`src/rtl/melody_reader_if.sv`:
```
// Melody reader bus: playback controls, melody RAM read port and tone-generator outputs.
// Latency: none, wires only.
// Backpressure: none; the tone generator and the RAM always accept what the reader drives.
// Ports (master = reader side):
//   start/stop/loop  playback controls into the reader
//   RAddress/RamData melody RAM read address out, read data in
//   note_code/note_valid/beat_tick/busy/done  sequencer status out
interface melody_reader_if #(
  parameter int Width  = 8,
  parameter int AWidth = 6
);
  logic              start;
  logic              stop;
  logic              loop;
  logic [AWidth-1:0] RAddress;
  logic [Width-1:0]  RamData;
  logic [3:0]        note_code;
  logic              note_valid;
  logic              beat_tick;
  logic              busy;
  logic              done;

  modport master (
    input  start, stop, loop, RamData,
    output RAddress, note_code, note_valid, beat_tick, busy, done
  );

  modport slave (
    output start, stop, loop, RamData,
    input  RAddress, note_code, note_valid, beat_tick, busy, done
  );
endinterface

```
`src/rtl/melody_reader.sv`:
```
// Melody RAM read sequencer: fetches one note byte per step and holds it for its beats.
// Latency: start -> note_valid after 3 cycles (SyncRead=1) or 2 cycles (SyncRead=0).
// Backpressure: none; stop aborts immediately, start is ignored while busy.
// Ports: clock, reset (sync, active-high) plus bus (melody_reader_if.master):
//   start/stop/loop in, RAddress out / RamData in, note_code/note_valid/beat_tick/busy/done out.
module melody_reader #(
  parameter int Width      = 8,
  parameter int AWidth     = 6,
  parameter int Depth      = 64,
  parameter bit SyncRead   = 1'b1,
  parameter int BeatCycles = 12500000,
  parameter int GapCycles  = 2500000
) (
  input  logic                 clock,
  input  logic                 reset,
  melody_reader_if.master      bus
);

  // One counter serves both beat and gap timing, so size it for the longer of the two.
  localparam int CntMax = (BeatCycles > GapCycles) ? BeatCycles : GapCycles;
  localparam int CW     = (CntMax > 1) ? $clog2(CntMax) : 1;
  localparam logic [CW-1:0]     BeatLast = CW'(BeatCycles - 1);
  localparam logic [CW-1:0]     GapLast  = CW'((GapCycles > 0) ? GapCycles - 1 : 0);
  localparam logic [AWidth-1:0] LastPtr  = AWidth'(Depth - 1);

  typedef enum logic [2:0] {IDLE, FETCH, LATCH, PLAY, GAP, DONE} state_t;

  state_t            state, state_n;
  logic [AWidth-1:0] ptr, ptr_n;
  logic [AWidth-1:0] addr, addr_n;
  logic [3:0]        code, code_n;
  logic              valid, valid_n;
  logic [4:0]        beats, beats_n;
  logic [CW-1:0]     cnt, cnt_n;
  logic              capture;
  logic              advance;

  always_ff @(posedge clock) begin
    if (reset) begin
      state <= IDLE;
      ptr   <= '0;
      addr  <= '0;
      code  <= '0;
      valid <= 1'b0;
      beats <= '0;
      cnt   <= '0;
    end else begin
      state <= state_n;
      ptr   <= ptr_n;
      addr  <= addr_n;
      code  <= code_n;
      valid <= valid_n;
      beats <= beats_n;
      cnt   <= cnt_n;
    end
  end

  always_comb begin
    state_n = state;
    ptr_n   = ptr;
    addr_n  = addr;
    code_n  = code;
    valid_n = valid;
    beats_n = beats;
    cnt_n   = cnt;
    advance = 1'b0;
    // With a combinational RAM the byte is already valid during FETCH.
    capture = (state == LATCH) || ((state == FETCH) && !SyncRead);

    case (state)
      IDLE: begin
        if (bus.start) begin
          state_n = FETCH;
          ptr_n   = '0;
          addr_n  = '0;
        end
      end
      FETCH: begin
        if (SyncRead) state_n = LATCH;
      end
      PLAY: begin
        if (cnt == BeatLast) begin
          cnt_n = '0;
          if (beats == 5'd1) begin
            // Silence as soon as the note ends, whether or not a gap follows.
            code_n  = '0;
            valid_n = 1'b0;
            if (GapCycles > 0) state_n = GAP;
            else               advance = 1'b1;
          end else begin
            beats_n = beats - 5'd1;
          end
        end else begin
          cnt_n = cnt + CW'(1);
        end
      end
      GAP: begin
        if (cnt == GapLast) begin
          cnt_n   = '0;
          advance = 1'b1;
        end else begin
          cnt_n = cnt + CW'(1);
        end
      end
      DONE: begin
        state_n = IDLE;
        ptr_n   = '0;
        addr_n  = '0;
      end
      default: state_n = IDLE;
    endcase

    if (capture) begin
      if (bus.RamData[7:0] == 8'hFF) begin
        state_n = DONE;
      end else begin
        code_n  = bus.RamData[7:4];
        valid_n = (bus.RamData[7:4] != 4'd0);
        beats_n = {1'b0, bus.RamData[3:0]} + 5'd1;
        cnt_n   = '0;
        state_n = PLAY;
      end
    end

    // loop only matters here, at the step advance decision.
    if (advance) begin
      if (ptr == LastPtr) begin
        if (bus.loop) begin
          ptr_n   = '0;
          addr_n  = '0;
          state_n = FETCH;
        end else begin
          state_n = DONE;
        end
      end else begin
        ptr_n   = ptr + AWidth'(1);
        addr_n  = ptr + AWidth'(1);
        state_n = FETCH;
      end
    end

    if (bus.stop) begin
      state_n = IDLE;
      ptr_n   = '0;
      addr_n  = '0;
      code_n  = '0;
      valid_n = 1'b0;
      beats_n = '0;
      cnt_n   = '0;
    end
  end

  assign bus.RAddress   = addr;
  assign bus.note_code  = code;
  assign bus.note_valid = valid;
  assign bus.beat_tick  = (state == PLAY) && (cnt == BeatLast);
  assign bus.busy       = (state != IDLE);
  assign bus.done       = (state == DONE);

endmodule

```
`src/flat_wrapper.sv`:
```
// flat-port wrapper written by rule: the top's interface ports become plain ports
module melody_reader_flat 
#(
  parameter int Width      = 8,
  parameter int AWidth     = 6,
  parameter int Depth      = 64,
  parameter bit SyncRead   = 1'b1,
  parameter int BeatCycles = 12500000,
  parameter int GapCycles  = 2500000
)
  (clock, reset, bus_start, bus_stop, bus_loop, bus_RamData, bus_RAddress, bus_note_code, bus_note_valid, bus_beat_tick, bus_busy, bus_done);
  melody_reader_if #(.Width(Width), .AWidth(AWidth)) bus_i ();
  input  logic clock;
  input  logic reset;
  input wire logic [$bits(bus_i.start)-1:0] bus_start;
  input wire logic [$bits(bus_i.stop)-1:0] bus_stop;
  input wire logic [$bits(bus_i.loop)-1:0] bus_loop;
  input wire logic [$bits(bus_i.RamData)-1:0] bus_RamData;
  output wire logic [$bits(bus_i.RAddress)-1:0] bus_RAddress;
  output wire logic [$bits(bus_i.note_code)-1:0] bus_note_code;
  output wire logic [$bits(bus_i.note_valid)-1:0] bus_note_valid;
  output wire logic [$bits(bus_i.beat_tick)-1:0] bus_beat_tick;
  output wire logic [$bits(bus_i.busy)-1:0] bus_busy;
  output wire logic [$bits(bus_i.done)-1:0] bus_done;
  assign bus_i.start = bus_start;
  assign bus_i.stop = bus_stop;
  assign bus_i.loop = bus_loop;
  assign bus_i.RamData = bus_RamData;
  assign bus_RAddress = bus_i.RAddress;
  assign bus_note_code = bus_i.note_code;
  assign bus_note_valid = bus_i.note_valid;
  assign bus_beat_tick = bus_i.beat_tick;
  assign bus_busy = bus_i.busy;
  assign bus_done = bus_i.done;
  melody_reader #(.Width(Width), .AWidth(AWidth), .Depth(Depth), .SyncRead(SyncRead), .BeatCycles(BeatCycles), .GapCycles(GapCycles)) u_core (.clock(clock), .reset(reset), .bus(bus_i));
endmodule
```
`config.mk`:
```
export PLATFORM = sky130hd
export DESIGN_NAME = melody_reader_flat
export DESIGN_NICKNAME = d
export VERILOG_FILES = /design/src/rtl/melody_reader_if.sv /design/src/rtl/melody_reader.sv /design/src/flat_wrapper.sv
export SDC_FILE = /design/constraint.sdc
export NUM_CORES = 1
export LEC_CHECK = 0
export ABC_AREA = 1
export CAP_MARGIN = 40
export CORE_MARGIN = 4
export CORE_UTILIZATION = 54
export CTS_BUF_LIST = sky130_fd_sc_hd__clkbuf_4 sky130_fd_sc_hd__clkbuf_8 sky130_fd_sc_hd__clkbuf_16
export DETAILED_ROUTE_END_ITERATION = 12
export PLACE_DENSITY = 0.79
export SLEW_MARGIN = 20
export SYNTH_ARGS = -nofsm -noshare
export SYNTH_HDL_FRONTEND = slang
export SYNTH_SLANG_ARGS = --single-unit
```
`constraint.sdc`:
```
create_clock -name clock -period 4.9 [get_ports clock]
set_clock_uncertainty 0.15 [all_clocks]
set_input_delay 0.98 -clock clock [delete_from_list [all_inputs] [get_ports clock]]
set_output_delay 0.98 -clock clock [all_outputs]
set_load 0.02 [all_outputs]
```
* Yosys cells after proc, flatten, opt, wreduce, memory -nomap -nowiden
Cells that the tools add are included.
Storage, ports and cells: bits in registers 49, bits in latches 0, bits in writable memories 0, memory bits (read-only) 0, input bits 13, output and inout bits 14, word-level logic and storage cells 72, memories kept 0
Cells by class: add/sub/neg operators 4, multiply operators 0, div/mod/pow operators 0, magnitude comparators 0, eq/ne operators 14, shift-type cells 0, multiplexer cells 41, bitwise operators 0, reductions and logical operators 6
Operators with widths (count):
- 2-to-1 mux 24 bit | 4
- 2-to-1 mux 6 bit | 8
- one-hot mux 24 bit (2 select lines) | 1
- 2-to-1 mux 5 bit | 5
- adder 24 x 1 -> 24 bit, second input constant | 1
- equality test 24 x 22 -> 1 bit, second input constant | 1
- equality test 24 bit, second input constant | 1
- 2-to-1 mux 3 bit | 8
- one-hot mux 6 bit (2 select lines) | 2
- 2-to-1 mux 4 bit | 5
- one-hot mux 3 bit (4 select lines) | 1
- equality test 8 bit, second input constant | 1
- inequality test 4 x 1 -> 1 bit, second input constant | 2
- 2-to-1 mux 1 bit | 7
- adder 6 x 1 -> 6 bit, second input constant | 1
- equality test 3 x 2 -> 1 bit, second input constant | 2
- equality test 3 bit, second input constant | 2
- equality test 6 bit, second input constant | 1
- adder 4 x 1 -> 5 bit, second input constant | 1
- equality test 5 x 1 -> 1 bit, second input constant | 1
- subtractor 5 x 1 -> 5 bit, second input constant | 1
- inequality test 4 x 2 -> 1 bit, second input constant | 1
- AND reduction 4 bit | 1
- nonzero test 4 bit | 1
- 6 further kinds | 6

* Depth between registers and ports, before layout
Gate-level depths: netlist of run 1.
word-level depth 6, gate-level depth with buffers 13

* Worst setup path after synthesis of run 1
No wires, ideal clock.
path type input to register, from in bus_RamData[0], to reg u_core.cnt[11], library setup time 70 ps, arrival 2061 ps, path slack 2620 ps, stages 11, buffers on the path 0, path through ha_1 -> nand3_1 -> nor2_1 -> nand3_1 -> nand2_2 -> inv_2 -> nor2_4 -> inv_2 -> a21oi_1 -> nand2_1 -> a21oi_1
Between the ends: longest elaborated chain between the ends 3
RTL lines:
- start: declaration | line flat_wrapper.sv:18 | input wire logic [$bits(bus_i.RamData)-1:0] bus_RamData;
- equality test 8 bit | line melody_reader.sv:114 | if (bus.RamData[7:0] == 8'hFF) begin
- 2-to-1 mux 24 bit | line melody_reader.sv:114
- 2-to-1 mux 24 bit | line melody_reader.sv:113 | if (capture) begin
- end signal: assignment | line melody_reader.sv:54 | cnt <= cnt_n;
- end: declaration | line melody_reader.sv:34 | logic [CW-1:0] cnt, cnt_n;
Every way passes these cells. A chain may end at the register's enable or synchronous reset.

* Final worst setup path of run 1
from reg u_core.state[0], to out bus_busy
Between the ends: longest elaborated chain between the ends 1
RTL lines:
- start: declaration | line melody_reader.sv:28 | state_t state, state_n;
- start signal: assignment | line melody_reader.sv:48 | state <= state_n;
- nonzero test 3 bit | line melody_reader.sv:157 | assign bus.busy = (state != IDLE);
- end: declaration | line flat_wrapper.sv:23 | output wire logic [$bits(bus_i.busy)-1:0] bus_busy;
Every way passes these cells.

==> impl_metrics.yaml, run 1 <==
logic_synthesis:
  seq_area_frac_synth: 0.319
  top_reg_cell_synth: "sky130_fd_sc_hd__dfxtp_1"
  synth-edff-count: 0
  yosys-top-cells-count: "sky130_fd_sc_hd__nand2_1, sky130_fd_sc_hd__nand3_1, sky130_fd_sc_hd__nor2_1, sky130_fd_sc_hd__dfxtp_1, sky130_fd_sc_hd__inv_1"
  ys_async_sr_fraction: 0
  postSynthAreaPerCell_um2: 6.52
  netlist_top_cells_area: "sky130_fd_sc_hd__dfxtp_1, sky130_fd_sc_hd__nand2_1, sky130_fd_sc_hd__nand3_1"
  syn_nets: 490
  synthDominantCellAreaShare: 0.319
  yosys_warnings: 0
  synth_top_area_cell: "sky130_fd_sc_hd__dfxtp_1"
  synth_area_um2: 3080
  netlist_instances: 472
  most_common_cell_in_the_netlist: "sky130_fd_sc_hd__nand2_1"
  yosys_register_bits: 49
  synthDistinctLibCells: 36
detailed_routing:
  detail_route.vias_per_cell: 5.37
  drtIter0Drc: 170
  first_pass_iters: 4
  route.antenna.remaining_nets: 0
  wl_per_cell_um: 12.3
  drt-total-wl_um: 6990
  drc_errors: 0
  vias: 3044
clocking:
  cts.sink_count: 49
  worstSkewPairLatency_ns: 0.31
  cts.clk_slew.worst_paths_ns: 0.09
  h-tree-depth: 2
  clock_path_buffers: 2
  cts_inserted_buffers: 5
  ctsHoldBuffers: 0
  cts_resized: 0
  cts_tree: "yes"
  clockRootBuffer: "sky130_fd_sc_hd__clkbuf_8"
  post_cts.repair.setup_buffers: 0
cells_and_area:
  final_net_count: 512
  multi_input_gate_area_um2: 1820
  ff_latch_area_um2: 981
  syn2layout_area_growth_pct: 13.3
  antenna_cells_inserted: 0
  drive_gt1_frac: 0.0889
  final-instance-count-excl-fill: 567
  fillerInstances: 505
  non_filler_cell_area_final_um2: 3490
global_route:
  gr-total-overflow: 0
  maximum_number_of_pins_on_one_net_before_global_route_repair: 23
  antenna_violations_before_repair: 0
  grt_usage: 0.209
  global_route_wire_length_before_repair_um: 12500
  first_global_vias: 2920
die:
  design.die.area_um2: 6970
  floorplan.io_pins: 27
  die_y_um: 83.5
  core_area_um2: 5510
  die_w_um: 83.5
  floorplan.initialDensity: 0.559
  placementRows: 27
critical_path:
  cp_data_arrival_time_ns: 2.26
  worstPathRequired_ns: 3.77
  crit_type: "flip-flop to output pin"
  worst_setup_path_endpoint: "bus_busy"
  worst-r2r-cell-count: 10
  timing.critical_path.from_type: "flip-flop"
  critical_path.reg2reg.endpoint: "u_core.bus.RAddress[3]"
  timing.critical_path.fanout_max: 14
  crit_path_launch: "u_core.state[0]"
  rr_startpoint: "u_core.cnt[0]"
  r2r_setup_slack_ns: 2.65
  cp-end-kind: "output pin"
timing:
  fin_setup_tns_ns: 0
  finalWorstPathRequiredPeriod_ns: 3.39
  hold_viol: 0
  timing_worst_slew_pin_value_ns: 0.730
  final-max-slew-violation-count: 0
  grt_setup_unrepaired: "false"
  relSlewSlack: 0.513
  period_utilisation_layout: 0.691
  achievable-frequency_mhz: 295
  timing.hold.ws_ns: 0.322
  report.final.setup_viol: 0
placement:
  dpl_cell_area_um2: 3360
  placed_cells: 558
  place.port_buffers: 26
  globalplace.congestion: 0.905
  dp_hpwl_um: 5210
power:
  power.ir.vdd_worst_uv: 167
  cellLeakagePower_uw: 0.00130
  p_per_cell_area_nw_per_um2: 222
run:
  max-cap-violations: 0
min_path:
  hold_path.class: "flip-flop to flip-flop"
status:
  run_status: "completed"
-- metal layers --
layer  GRT usage  wire (um)  vias to the layer above  part of all wire
met5           0          0                        -                 0
met2       0.361       3340                       70              0.48
met3      0.0336        258                       17             0.037
met4      0.0614        123                        0             0.018
li1            -          -                     1586                 -
met1       0.269       3270                     1371              0.47
-- how the worst min path moves through the flow --
stage / to / from / slack (ns) / cells after the start
6_report: u_core.bus.note_code[0] / u_core.bus.note_code[0] / 0.32 / 2
5_1_grt: u_core.bus.note_code[2] / u_core.bus.note_code[2] / 0.35 / 2
4_1_cts: u_core.bus.note_code[0] / u_core.bus.note_code[0] / 0.33 / 2
3_5_place_dp: u_core.bus.note_code[0] / u_core.bus.note_code[0] / 0.31 / 2
3_3_place_gp: u_core.bus.note_valid / u_core.bus.note_valid / 0.30 / 2
2_1_floorplan: u_core.cnt[0] / u_core.cnt[0] / 0.31 / 2
-- critical path, stage by stage (launching register included) --
cell,delay (ns)
sky130_fd_sc_hd__dfxtp_1,0.36
sky130_fd_sc_hd__nor2_2,0.17
sky130_fd_sc_hd__inv_1,0.08
sky130_fd_sc_hd__nor2_2,0.41
sky130_fd_sc_hd__inv_1,0.30
sky130_fd_sc_hd__clkdlybuf4s50_1,0.61
-- logic make-up (layout without fill, tap and decap cells) --
kind of cell               after synthesis  count (layout)  share of synthesized area
AOI/OAI and AO/OA                       58              58                     0.0989
xor gates and xnor gates                11              11                     0.0313
DFF                                     49              49                      0.319
and+or+nand+nor                        283             283                      0.443
buffers and inverters                   66              89                     0.0879
adders and majority gates                5               5                     0.0203
-- placed cells by master, fill, tap and decap left out --
cell type / netlist / routed
sky130_fd_sc_hd__nor3_1: 9 / 9
sky130_fd_sc_hd__clkinv_1: 1 / 1
sky130_fd_sc_hd__nand3_2: 3 / 3
sky130_fd_sc_hd__inv_2: 4 / 4
sky130_fd_sc_hd__nor3_2: 1 / 1
sky130_fd_sc_hd__nand4_4: 1 / 1
sky130_fd_sc_hd__clkbuf_8: 0 / 6
sky130_fd_sc_hd__nand3_1: 65 / 65
sky130_fd_sc_hd__bufinv_16: 0 / 1
sky130_fd_sc_hd__or2_2: 2 / 2
sky130_fd_sc_hd__nand4_1: 9 / 9
sky130_fd_sc_hd__nor2_1: 57 / 57
sky130_fd_sc_hd__o22ai_1: 2 / 2
sky130_fd_sc_hd__ha_1: 5 / 5
sky130_fd_sc_hd__nand3_4: 1 / 1
sky130_fd_sc_hd__xor2_1: 8 / 8
sky130_fd_sc_hd__nor4_1: 1 / 1
sky130_fd_sc_hd__o21ai_0: 18 / 18
sky130_fd_sc_hd__a21oi_1: 33 / 33
sky130_fd_sc_hd__nor2_4: 6 / 6
sky130_fd_sc_hd__xnor2_1: 3 / 3
sky130_fd_sc_hd__clkinvlp_4: 0 / 1
sky130_fd_sc_hd__dfxtp_1: 49 / 49
sky130_fd_sc_hd__nor3_4: 1 / 1
sky130_fd_sc_hd__o211ai_1: 2 / 2
sky130_fd_sc_hd__clkdlybuf4s50_1: 0 / 26
sky130_fd_sc_hd__buf_4: 2 / 1
sky130_fd_sc_hd__nand2_1: 109 / 109
sky130_fd_sc_hd__nand2_2: 5 / 5
sky130_fd_sc_hd__nor2_2: 8 / 8
sky130_fd_sc_hd__nand2_4: 3 / 3
sky130_fd_sc_hd__o21ai_1: 1 / 1
sky130_fd_sc_hd__o21bai_1: 1 / 1
sky130_fd_sc_hd__inv_1: 49 / 49
sky130_fd_sc_hd__nor3b_1: 2 / 2
sky130_fd_sc_hd__o41ai_1: 1 / 1
-- power by group --
| group | total (uW) | switching, uW | internal, uW |
|---|---|---|---|
| clock network | 310 | 144 | 166 |
| registers | 403 | 2.48 | 400 |
| logic | 62.0 | 39.3 | 22.6 |
| total | 775 | 186 | 589 |
-- registers in the layout (all words and copies together) (netlist names) --
signal and cells:
u_core.beats 5, u_core.bus.RAddress 6, u_core.bus.note_code 4, u_core.bus.note_valid 1
u_core.cnt 24, u_core.ptr 6, u_core.state 3
-- through the flow --
| stage | utilization | setup slack (ns) | total power [uW] |
|---|---|---|---|
| finish | 0.633 | 1.51 | 775 |
| global route | 0.633 | 1.33 | 804 |
| CTS | 0.632 | 1.49 | 779 |
| detailed placement | 0.610 | 1.85 | 473 |
| global placement | 0.610 | 1.88 | 472 |
| floorplan | - | 2.62 | 454 |
-- layout make-up --
type,instances,area share
sequential,49,0.281
tap,72,0.0258
timing repair buffer,27,0.0768
inverter,54,0.0581
clock inverter,2,0.0108
clock buffer,6,0.0237
multi-input combinational,357,0.523
(Power assumes the default switching activity.)
==> inputs of run 2 (changes only) <==
Clock period 4.9 ns to 3.4 ns, I/O delays scaled along.
==> run 2 against run 1 <==
Clock-buffer cell count did not move; register-to-register slack got worse by 1.5 ns; sequential share of layout area fell by 0.081 points; critical endpoint is now bus_beat_tick; largest power group unchanged.
==> impl_metrics.yaml, run 2 (synthesis results as in run 1) <==
critical_path:
  cp_data_arrival_time_ns: 2.25
  timing.critical_path.from_type: "flip-flop"
  crit_type: "flip-flop to output pin"
  timing.critical_path.fanout_max: 8
  worstPathRequired_ns: 2.57
  cp-end-kind: "output pin"
power:
  seqPwrFrac: 0.526
  power.ir.vdd_worst_uv: 236
  power_frac_comb: 0.086
  cellLeakagePower_uw: 0.00131
  p_int_uw: 841
  p_per_cell_area_nw_per_um2: 315
  p_switching_uw: 262
  total_power_uw: 1100
  switching_share_of_power: 0.237
  clock_network_fraction_of_total_power: 0.388
cells_and_area:
  fillerInstances: 509
  largest_register: "u_core.cnt"
  drive_gt1_frac: 0.0926
  final_net_count: 514
  syn2layout_area_growth_pct: 13.7
  antenna_cells_inserted: 0
  largest_register_ff_count: 24
  layout.cells.most_common: "sky130_fd_sc_hd__nand2_1"
  final-instance-count-excl-fill: 569
  non_filler_cell_area_final_um2: 3500
  commonest_cells_after_routing_fill_and_taps_aside: "sky130_fd_sc_hd__nand2_1, sky130_fd_sc_hd__nand3_1, sky130_fd_sc_hd__nor2_1, sky130_fd_sc_hd__inv_1, sky130_fd_sc_hd__dfxtp_1"
global_route:
  maximum_number_of_pins_on_one_net_before_global_route_repair: 23
  global_route_wire_length_before_repair_um: 12400
  gr-total-overflow: 0
  grt_usage: 0.207
  antenna_violations_before_repair: 0
  first_global_vias: 2878
min_path:
  hold_path.class: "flip-flop to flip-flop"
detailed_routing:
  drc_errors: 0
  vias: 3107
  first_pass_iters: 5
  drt-total-wl_um: 7120
  drtIter0Drc: 194
  route.antenna.remaining_nets: 0
  wl_per_cell_um: 12.5
  detail_route.vias_per_cell: 5.46
clocking:
  clockRootBuffer: "sky130_fd_sc_hd__clkbuf_8"
  ctsHoldBuffers: 0
  cts_inserted_buffers: 5
  cts_tree: "yes"
  post_cts.repair.setup_buffers: 0
  worstSkewPairLatency_ns: 0.30
  h-tree-depth: 2
  cts_resized: 0
  clock_path_buffers: 2
  cts.clk_slew.worst_paths_ns: 0.09
  cts.sink_count: 49
placement:
  placed_cells: 561
  dpl_cell_area_um2: 3380
  dp_hpwl_um: 5240
  place.port_buffers: 26
  globalplace.congestion: 0.943
die:
  design.die.area_um2: 6970
  floorplan.io_pins: 27
  core_area_um2: 5510
  floorplan.initialDensity: 0.559
  die_y_um: 83.5
  die_w_um: 83.5
  placementRows: 27
run:
  max-cap-violations: 0
timing:
  hold_viol: 0
  final-max-slew-violation-count: 0
  relSlewSlack: 0.449
  report.final.setup_viol: 0
  period_utilisation_layout: 0.906
  timing_worst_slew_pin_value_ns: 0.822
  finalWorstPathRequiredPeriod_ns: 3.08
  grt_setup_unrepaired: "false"
  achievable-frequency_mhz: 325
  fin_setup_tns_ns: 0
status:
  run_status: "completed"
run 2: cell types whose count changed in the layout (fill, tap and decap cells not counted):
cell and change:
sky130_fd_sc_hd__clkinvlp_4 -1, sky130_fd_sc_hd__buf_4 +2, sky130_fd_sc_hd__clkinv_4 +1, sky130_fd_sc_hd__clkbuf_8 -1, sky130_fd_sc_hd__clkbuf_4 +1
run 2: power groups by stage:
stage | Clock, uW | Combinational, uW | Sequential [uW]
after floorplan | 0 | 60.2 | 594
after global placement | 0 | 92.9 | 593
after detailed placement | 0 | 93.9 | 594
after CTS | 436 | 94.5 | 580
after global routing | 463 | 104 | 581
final | 428 | 94.9 | 580
run 2: layer usage:
| metal | global-route usage | vias to the layer above | share of wire |
|---|---|---|---|
| li1 | - | 1586 | - |
| met1 | 0.263 | 1417 | 0.46 |
| met2 | 0.358 | 96 | 0.47 |
| met3 | 0.0385 | 8 | 0.056 |
| met4 | 0.0585 | 0 | 0.011 |
| met5 | 0 | - | 0 |
run 2: cell type report:
cell class                      count  area, um2  area share
Inverter                           54        203      0.0580
Sequential cell                    49        981       0.281
Clock buffer                        6       76.3      0.0218
Timing Repair Buffer               29        283      0.0809
Clock inverter                      2       38.8      0.0111
Multi-Input combinational cell    357       1820       0.522
Tap cell                           72       90.1      0.0258
run 2: final timing paths:
kind                                               from                       to  slack (ns)  depth (start not counted)
worst max-delay path                      u_core.cnt[0]            bus_beat_tick        0.32                          8
worst min-delay path            u_core.bus.note_code[0]  u_core.bus.note_code[0]        0.32                          2
worst max register to register            u_core.ptr[0]            u_core.ptr[4]        1.12                          7
worst min register to register  u_core.bus.note_code[0]  u_core.bus.note_code[0]        0.32                          2
run 2: stage by stage:
stage	utilization	worst slack (ns)	hold WS, ns
CTS	0.635	0.342	0.328
floorplan	-	1.42	0.308
detailed placement	0.614	0.644	0.311
global route	0.635	0.166	0.343
finish	0.635	0.321	0.325
global placement	0.614	0.726	0.303
run 2: worst max-delay path, cell delays in order (launching register included):
cell and delay (ns):
sky130_fd_sc_hd__dfxtp_1 0.36, sky130_fd_sc_hd__ha_1 0.18, sky130_fd_sc_hd__nand2_1 0.11, sky130_fd_sc_hd__nor2_1 0.17
sky130_fd_sc_hd__nand2_1 0.09, sky130_fd_sc_hd__nor2_2 0.09, sky130_fd_sc_hd__nand3_1 0.16, sky130_fd_sc_hd__inv_2 0.16
sky130_fd_sc_hd__clkdlybuf4s50_1 0.62
==> inputs of run 3 (changes only) <==
Settings changed: GPL_TIMING_DRIVEN set to 0.
==> run 3 against run 2 <==
Core utilization is 0.39 points higher; via count is 1.1% lower; wire length is 1.4% lower; die area stayed put; clock power is 15% lower; register-to-register slack better by 0.22 ns; sequential power hardly changed; highest routed layer unchanged; cell count is 1.6% higher; clock-buffer cell count is 2 higher; fmax is 0.24% lower; non-clock buffer count is 9 higher.
==> impl_metrics.yaml, run 3 (synthesis results as in run 1) <==
status:
  run_status: "completed"
critical_path:
  timing.critical_path.fanout_max: 8
  critical_path.reg2reg.endpoint: "u_core.cnt[4]"
  critPathMostFrequentCell: "sky130_fd_sc_hd__nand2_1"
  crit_path_cell_trace: "ha_1 > nand2_1 > nor2_1 > nand2_1 > nor2_2 > nand3_1 > inv_2 > clkdlybuf4s50_1"
  cp-end-kind: "output pin"
  crit_path_launch: "u_core.cnt[0]"
  crit_type: "flip-flop to output pin"
  timing.critical_path.slowest_stage_cell: "sky130_fd_sc_hd__clkdlybuf4s50_1"
  critical-path-top-delay-family: "buffers and inverters"
  largest_stage_delay_worst_path_ns: 0.62
  worstPathRequired_ns: 2.57
  rr_startpoint: "u_core.cnt[0]"
  timing.critical_path.from_type: "flip-flop"
  worst-r2r-cell-count: 11
  cp_data_arrival_time_ns: 2.26
  critPathBufInv: 2
  worstSetupPathDepth: 8
  worst_setup_path_endpoint: "bus_beat_tick"
  r2r_setup_slack_ns: 1.34
min_path:
  hold_path.class: "flip-flop to flip-flop"
  hold_critical_path_depth: 2
detailed_routing:
  drc_errors: 0
  detail_route.vias_per_cell: 5.32
  drt-total-wl_um: 7020
  first_pass_iters: 5
  vias: 3074
  wl_per_cell_um: 12.2
  drtIter0Drc: 194
  route.antenna.remaining_nets: 0
die:
  floorplan.io_pins: 27
  die_w_um: 83.5
  placementRows: 27
  floorplan.initialDensity: 0.559
  die_y_um: 83.5
  design.die.area_um2: 6970
  core_area_um2: 5510
global_route:
  maximum_number_of_pins_on_one_net_before_global_route_repair: 14
  grt_usage: 0.207
  antenna_violations_before_repair: 0
  gr-total-overflow: 0
  global_route_wire_length_before_repair_um: 12400
  first_global_vias: 2908
cells_and_area:
  largest_register: "u_core.cnt"
  layout.cells.most_common: "sky130_fd_sc_hd__nand2_1"
  syn2layout_area_growth_pct: 14.4
  antenna_cells_inserted: 0
  drive_gt1_frac: 0.103
  final_net_count: 523
  largest_register_ff_count: 24
  commonest_cells_after_routing_fill_and_taps_aside: "sky130_fd_sc_hd__nand2_1, sky130_fd_sc_hd__nand3_1, sky130_fd_sc_hd__nor2_1, sky130_fd_sc_hd__inv_1, sky130_fd_sc_hd__dfxtp_1"
  final-instance-count-excl-fill: 578
placement:
  placed_cells: 570
  dp_hpwl_um: 5330
  globalplace.congestion: 0.992
  place.port_buffers: 26
timing:
  report.final.setup_viol: 0
  final-max-slew-violation-count: 0
  timing.hold.ws_ns: 0.317
  fin_setup_tns_ns: 0
  finalWorstPathRequiredPeriod_ns: 3.09
  hold_viol: 0
  period_utilisation_layout: 0.908
  achievable-frequency_mhz: 324
  grt_setup_unrepaired: "false"
  relSlewSlack: 0.686
  timing_worst_slew_pin_value_ns: 0.472
power:
  clock_network_fraction_of_total_power: 0.348
  p_int_uw: 785
  p_per_cell_area_nw_per_um2: 295
  cellLeakagePower_uw: 0.00133
  power.ir.vdd_worst_uv: 161
  power_frac_comb: 0.093
  p_switching_uw: 254
  seqPwrFrac: 0.558
  switching_share_of_power: 0.245
run:
  max-cap-violations: 0
clocking:
  h-tree-depth: 2
  cts_inserted_buffers: 5
  cts_tree: "yes"
  clockRootBuffer: "sky130_fd_sc_hd__clkbuf_8"
  post_cts.repair.setup_buffers: 0
  clock_path_buffers: 2
  cts.clk_slew.worst_paths_ns: 0.09
  cts_resized: 0
  worstSkewPairLatency_ns: 0.30
  cts.sink_count: 49
  ctsHoldBuffers: 0
run 3: cell count changes in the layout (fill, tap and decap cells not counted), sizes merged:
cell | previous run | this run
buf | 3 | 8
clkbuf | 6 | 12
clkinv | 2 | 1
bufinv | 1 | 0
run 3: area by class of cell:
class / count / area [um2]
clock buffers: 8 / 91.3
plain buffers: 12 / 67.6
repair buffers: 26 / 260
well taps: 72 / 90.1
inverters: 54 / 203
flip-flops and latches: 49 / 981
multi-input cells: 357 / 1820
fillers: 538 / 1990
run 3: how the worst min path moves through the flow:
stage	end	from
after floorplan	u_core.cnt[0]	u_core.cnt[0]
after global placement	u_core.bus.note_valid	u_core.bus.note_valid
after detailed placement	u_core.bus.note_code[2]	u_core.bus.note_code[2]
after CTS	u_core.bus.note_code[2]	u_core.bus.note_code[2]
after global routing	u_core.bus.note_code[2]	u_core.bus.note_code[2]
final	u_core.bus.note_code[2]	u_core.bus.note_code[2]
run 3: power by group through the flow:
stage / combinational [uW] / clock, uW / sequential (uW)
finish: 97.0 / 362 / 580
detailed placement: 96.6 / 0 / 594
global placement: 95.0 / 0 / 594
floorplan: 60.2 / 0 / 594
global route: 108 / 398 / 581
CTS: 97.0 / 367 / 580
run 3: metrics by stage:
step	area, um2	power, uW	setup slack [ns]	util
final	3520	1040	0.313	0.639
after global placement	3430	689	0.673	0.622
after detailed placement	3430	690	0.637	0.622
after CTS	3520	1040	0.300	0.639
after floorplan	3080	654	1.42	-
after global routing	3520	1090	0.158	0.639
run 3: worst reg2reg max path, cell delays in order (launching register included):
cell                      delay (ns)
sky130_fd_sc_hd__dfxtp_1        0.36
sky130_fd_sc_hd__ha_1           0.18
sky130_fd_sc_hd__nand2_1        0.12
sky130_fd_sc_hd__nor2_1         0.17
sky130_fd_sc_hd__inv_1          0.08
sky130_fd_sc_hd__nor2_1         0.13
sky130_fd_sc_hd__nand3_2        0.14
sky130_fd_sc_hd__nand2_2        0.13
sky130_fd_sc_hd__nand3_2        0.13
sky130_fd_sc_hd__nand2_4        0.16
sky130_fd_sc_hd__buf_6          0.16
sky130_fd_sc_hd__nor2_1         0.05
run 3: per-layer routing:
metal,global-route usage,wire length [um],up-vias
met1,0.267,3380,1408
met4,0.0512,89,0
met2,0.362,3340,54
met3,0.0336,214,10
li1,-,-,1602
met5,0,0,-
